$ cat src/rtl/reg_bank_wb.sv
// Architectural register bank with per-register pending-write scoreboard.
// Optional WB_BYPASS_EN forwards same-cycle writeback data/busy to the read ports.
module reg_bank_wb #(
    parameter int unsigned DATA_W   = 32,
    parameter int unsigned NUM_REGS = 32,
    parameter int unsigned ADDR_W   = 5,
    parameter int unsigned CNT_W    = 2
) (
    input  logic              clk,
    input  logic              rst,
    input  logic [ADDR_W-1:0] rs1_addr,
    input  logic [ADDR_W-1:0] rs2_addr,
    output logic [DATA_W-1:0] rs1_data,
    output logic [DATA_W-1:0] rs2_data,
    input  logic              reg_write,
    input  logic [ADDR_W-1:0] rd_addr,
    input  logic [DATA_W-1:0] data_write,
    input  logic              issue_valid,
    input  logic [ADDR_W-1:0] issue_rd,
    output logic              rs1_busy,
    output logic              rs2_busy,
    output logic              issue_full,
    output logic              stall,
    output logic              wb_underflow
);

    localparam logic [CNT_W-1:0] CntMax = '1;

    logic [DATA_W-1:0] regs_q [NUM_REGS];
    logic [DATA_W-1:0] regs_d [NUM_REGS];
    logic [CNT_W-1:0]  cnt_q  [NUM_REGS];
    logic [CNT_W-1:0]  cnt_d  [NUM_REGS];
    logic              wb_underflow_q, wb_underflow_d;
    logic              wr_en;
    logic              inc, dec;

    assign wr_en      = reg_write && (rd_addr != '0);
    assign issue_full = issue_valid && (issue_rd != '0) && (cnt_q[issue_rd] == CntMax);

    always_comb begin
        regs_d = regs_q;
        cnt_d  = cnt_q;
        inc    = 1'b0;
        dec    = 1'b0;
        if (wr_en) begin
            regs_d[rd_addr] = data_write;
        end
        for (int unsigned i = 1; i < NUM_REGS; i++) begin
            inc = issue_valid && (issue_rd == ADDR_W'(i)) && !issue_full;
            dec = reg_write && (rd_addr == ADDR_W'(i)) && (cnt_q[i] != '0);
            if (inc && !dec) begin
                cnt_d[i] = cnt_q[i] + CNT_W'(1);
            end else if (dec && !inc) begin
                cnt_d[i] = cnt_q[i] - CNT_W'(1);
            end
        end
        regs_d[0] = '0;
        cnt_d[0]  = '0;
        wb_underflow_d = wb_underflow_q || (wr_en && (cnt_q[rd_addr] == '0));
    end

    always_ff @(posedge clk) begin
        if (rst) begin
            for (int unsigned i = 0; i < NUM_REGS; i++) begin
                regs_q[i] <= '0;
                cnt_q[i]  <= '0;
            end
            wb_underflow_q <= 1'b0;
        end else begin
            for (int unsigned i = 0; i < NUM_REGS; i++) begin
                regs_q[i] <= regs_d[i];
                cnt_q[i]  <= cnt_d[i];
            end
            wb_underflow_q <= wb_underflow_d;
        end
    end

`ifdef WB_BYPASS_EN
    logic byp1, byp2;
    logic [CNT_W-1:0] cnt1, cnt2;

    assign byp1 = wr_en && (rd_addr == rs1_addr);
    assign byp2 = wr_en && (rd_addr == rs2_addr);

    // Writeback in flight retires one pending writer; guard against wrap on underflow.
    assign cnt1 = cnt_q[rs1_addr] - CNT_W'(byp1 && (cnt_q[rs1_addr] != '0));
    assign cnt2 = cnt_q[rs2_addr] - CNT_W'(byp2 && (cnt_q[rs2_addr] != '0));

    assign rs1_data = (rs1_addr == '0) ? '0 : (byp1 ? data_write : regs_q[rs1_addr]);
    assign rs2_data = (rs2_addr == '0) ? '0 : (byp2 ? data_write : regs_q[rs2_addr]);
    assign rs1_busy = (rs1_addr != '0) && (cnt1 != '0);
    assign rs2_busy = (rs2_addr != '0) && (cnt2 != '0);
`else
    assign rs1_data = (rs1_addr == '0) ? '0 : regs_q[rs1_addr];
    assign rs2_data = (rs2_addr == '0) ? '0 : regs_q[rs2_addr];
    assign rs1_busy = (rs1_addr != '0) && (cnt_q[rs1_addr] != '0);
    assign rs2_busy = (rs2_addr != '0) && (cnt_q[rs2_addr] != '0);
`endif

    assign stall        = rs1_busy || rs2_busy || issue_full;
    assign wb_underflow = wb_underflow_q;

endmodule
$ cat config.mk
export PLATFORM = sky130hd
export DESIGN_NAME = reg_bank_wb
export DESIGN_NICKNAME = d
export VERILOG_FILES = /design/src/rtl/reg_bank_wb.sv
export SDC_FILE = /design/constraint.sdc
export NUM_CORES = 2
export LEC_CHECK = 0
export CAP_MARGIN = 20
export CORE_MARGIN = 2
export CORE_UTILIZATION = 57
export DETAILED_ROUTE_END_ITERATION = 10
export PLACE_DENSITY = 0.77
export SYNTH_ARGS = -nofsm -noshare
export SYNTH_HDL_FRONTEND = slang
export SYNTH_SLANG_ARGS = --single-unit
$ cat constraint.sdc
create_clock -name clk -period 2.5 [get_ports clk]
set_input_delay 0.25 -clock clk [delete_from_list [all_inputs] [get_ports clk]]
set_output_delay 0.25 -clock clk [all_outputs]
set_load 0.1 [all_outputs]
==> impl_results.md <==
* Post-DRT Antenna Nets at 0
* Clk Latency, worst-skew pair at 0.70 ns
* Post-layout net count at 6343
* Total number of vias at 52800
* I/O pins at 125
* Longest Clk Path Bufs at 3
* CP bufs+invs at 3
* Crit path max fanout at 2
* Slew Limit Fails at 0
* Yosys warning count at 0
* EDFF count, synth at 0
* Util after Layout at 0.706
* Min-delay worst type: in -> reg
* Max Cap Viol at 0
* Syn-to-layout area delta at 22.7%
* Worst EP arrival at 2.84 ns
* Most common flop cell mapped by yosys: dfxtp_1
* Number of cells on the critical path at 9
* Largest net degree at the start of global routing at 125
* CTS tree: done
* Final hold violation count at 0
* Status: complete, but fails checks
* GPL Wtd Cong at 0.954
* Final setup margin at -0.585 ns
* WP data required at 2.25 ns
* Syn_nets at 6163
* GRT overflow at 0
* Mapped Cells at 6076
* Leak Pwr at 0.0227 uW
* Post-Layout Cell Count at 7615
* Worst reg2reg path startpoint: cnt_q[33]$_SDFFE_PP0P_
* Crit path launch: cnt_q[35]$_SDFFE_PP0P_
* Failing checks: negative setup slack
* Die Wd at 313 um
* FMAX at 324 MHz
* Drt wl/cell at 27.8 um
* RSZ-0062 raised after global routing: true
* Slowest stage delay, CP at 0.48 ns
* Crit path cell chain: buf_6 > nor2_4 > mux4_2 > mux2_4 > o32ai_2 > buf_4 > a31o_4 > nand4bb_4 > buf_12
* First drt pass iteration count at 8
* Root Driver: clkbuf_16
* Min Hold Slack at 0.369 ns
* Vias per cell at 6.93
* Die area at 98200 sq um
* H-Tree Level Count at 3
* Clock slew seen by the registers of the worst setup and hold paths at 0.07 ns
* Ys async rst share at 0
* First-pass GRT wire length at 311000 um
* R2R depth at 11
* Slowest CP cell: mux4_2
* Setup TNS at -29.36 ns
* WHS Path Cells at 4
* Clk_skew at 0.00949 ns
* Worst-Margin Slew at 0.780 ns
* CP top delay family: multiplexers
* Post-Place Worst Slack at -0.786 ns
* #FFs+latches synth at 1055
* DP HPWL at 124000 um
* GRT Total Usage at 0.419
* Kind of critical path: reg -> out
* Setup crit end kind: primary output
* Core area at 94900 sq um
* Vias in the first global route at 52000
* Reg2reg setup slack at -0.31 ns
* Row count at 113
* Fillers at 6413
* Port bufs at 124
* CTS Sinks at 1055
* Initial antenna violation count at 9
* Layout cells sized above 1 at 0.278
* CP Launch Type: flop
* Fin crit share at 1.23
* DRC at 0
* Total CTS buffers at 109
* First DRT Iteration DRCs at 9778
* Tmin final at 3.09 ns
* Critical R2R Capture: cnt_q[33]$_SDFFE_PP0P_
* Placed insts at 7370
* Die height at 313 um
* Detailed Route WL at 212000 um
* Crit path to: stall
* Peak supply drop at 0.641 mV
* Initial Util at 0.575
* Final setup vio count at 96
* Seq/Total Area, Yosys at 0.387
* Power Density at 589 nW/um^2
* Relative slew slack at 0.480
* Synth cell types at 52
* Syn Std Cell Area at 54600 sq um
* Syn_area_per_cell at 8.98 sq um
stage by stage:
step                      cell area (sq um)  power, uW
after detailed placement              61800      21400
final                                 67000      39400
after floorplan                       55400      19700
after CTS                             66500      39100
after global placement                61800      21400
after global routing                  67000      40100
synthesized netlist by cell type (7+ instances only):
cell	number	area, sq um
buf_1	82	308
a31oi_1	7	43.8
o22ai_1	25	156
a21oi_1	1033	5170
o31ai_1	37	278
mux2_2	100	1130
o21ai_0	97	485
or2_2	7	43.8
nor2_1	114	428
nand2_1	2128	7990
mux2i_1	14	140
dfxtp_1	1055	21100
buf_2	130	651
a221oi_1	37	324
clkbuf_1	356	1340
a22o_1	14	123
buf_4	28	210
nand2b_1	7	43.8
nand3_1	24	120
ha_1	31	388
mux4_2	564	12700
nor2b_1	7	43.8
nor3_1	24	120
xor2_1	62	543
or3_1	36	225
layer usage:
metal,share of wire,up-vias,GRT usage
li1,-,21700,-
met2,0.43,4722,0.623
met3,0.16,1435,0.150
met5,0.00084,-,0.00242
met4,0.083,6,0.300
met1,0.32,24900,0.505
worst min-delay path: stages:
cell             delay (ns)
clkdlybuf4s50_1        0.39
buf_4                  0.25
nand2_1                0.10
a21oi_1                0.06
how the worst min path moves through the flow:
stage / start / end / slack (ns)
2_1_floorplan: data_write[12] / regs_q[300]$_SDFFE_PP0P_ / 0.39
3_3_place_gp: regs_q[805]$_SDFFE_PP0P_ / regs_q[805]$_SDFFE_PP0P_ / 0.45
3_5_place_dp: regs_q[537]$_SDFFE_PP0P_ / regs_q[537]$_SDFFE_PP0P_ / 0.46
4_1_cts: data_write[28] / regs_q[60]$_SDFFE_PP0P_ / 0.36
5_1_grt: data_write[26] / regs_q[26]$_SDFFE_PP0P_ / 0.39
6_report: data_write[29] / regs_q[317]$_SDFFE_PP0P_ / 0.37
layout make-up:
| cell class | instances | area [sq um] | share of cell area |
|---|---|---|---|
| Sequential cell | 1055 | 21200 | 0.317 |
| Tap cell | 1265 | 1580 | 0.0236 |
| Timing Repair Buffer | 669 | 7710 | 0.115 |
| Inverter | 5 | 21.3 | 0.000318 |
| Multi-Input combinational cell | 4416 | 32400 | 0.485 |
| Antenna cell | 4 | 10.0 | 0.000149 |
| Clock inverter | 53 | 826 | 0.0123 |
| Clock buffer | 148 | 3140 | 0.0469 |
power breakdown:
group | internal, uW | leakage, uW | switching, uW
clock network | 10800 | 0.00194 | 7340
logic | 1600 | 0.0122 | 2670
registers | 16900 | 0.00855 | 104
logic make-up (layout without fill, tap and decap cells):
family,after synthesis,after routing,share of synthesized area
and+or+nand+nor,2375,2375,0.169
AOI/OAI and AO/OA,1270,1270,0.124
DFF,1055,1055,0.387
muxes,678,678,0.256
buffers and inverters,605,875,0.0471
xor gates and xnor gates,62,62,0.00995
adders and majority gates,31,31,0.00711
other,0,4,0
cells in the final DEF (no fill, tap or decap), types with 20 or more instances in the layout:
cell type and count:
dfxtp_1 980, or3_1 27, nand2_1 2081, nand2_2 43
mux4_2 564, mux2_2 92, nor2_1 69, clkinv_2 21
buf_4 392, nand3_1 24, nor2_4 36, buf_12 189
dfxtp_2 67, a221oi_1 36, xor2_1 55, o31ai_4 36
buf_6 36, clkbuf_8 20, o22ai_1 23, a21oi_1 1023
clkdlybuf4s50_1 44, o21ai_0 76, clkbuf_16 112
flip-flops by register name (all words and copies together), names as in the netlist:
signal,flops
regs_q,992
cnt_q,62
wb_underflow,1
timing repair:
| item | CTS | global route |
|---|---|---|
| gates cloned | 1 | 0 |
| endpoints found under the setup margin | 92 | 113 |
| hold buffers | 1 | 0 |
| endpoints found under the hold margin | 40 | 0 |
| gates resized for setup | 133 | 118 |
| pin swaps | 46 | 45 |
| buffers inserted | 36 | 5 |
Note: power is estimated with default switching activity, not from simulation.
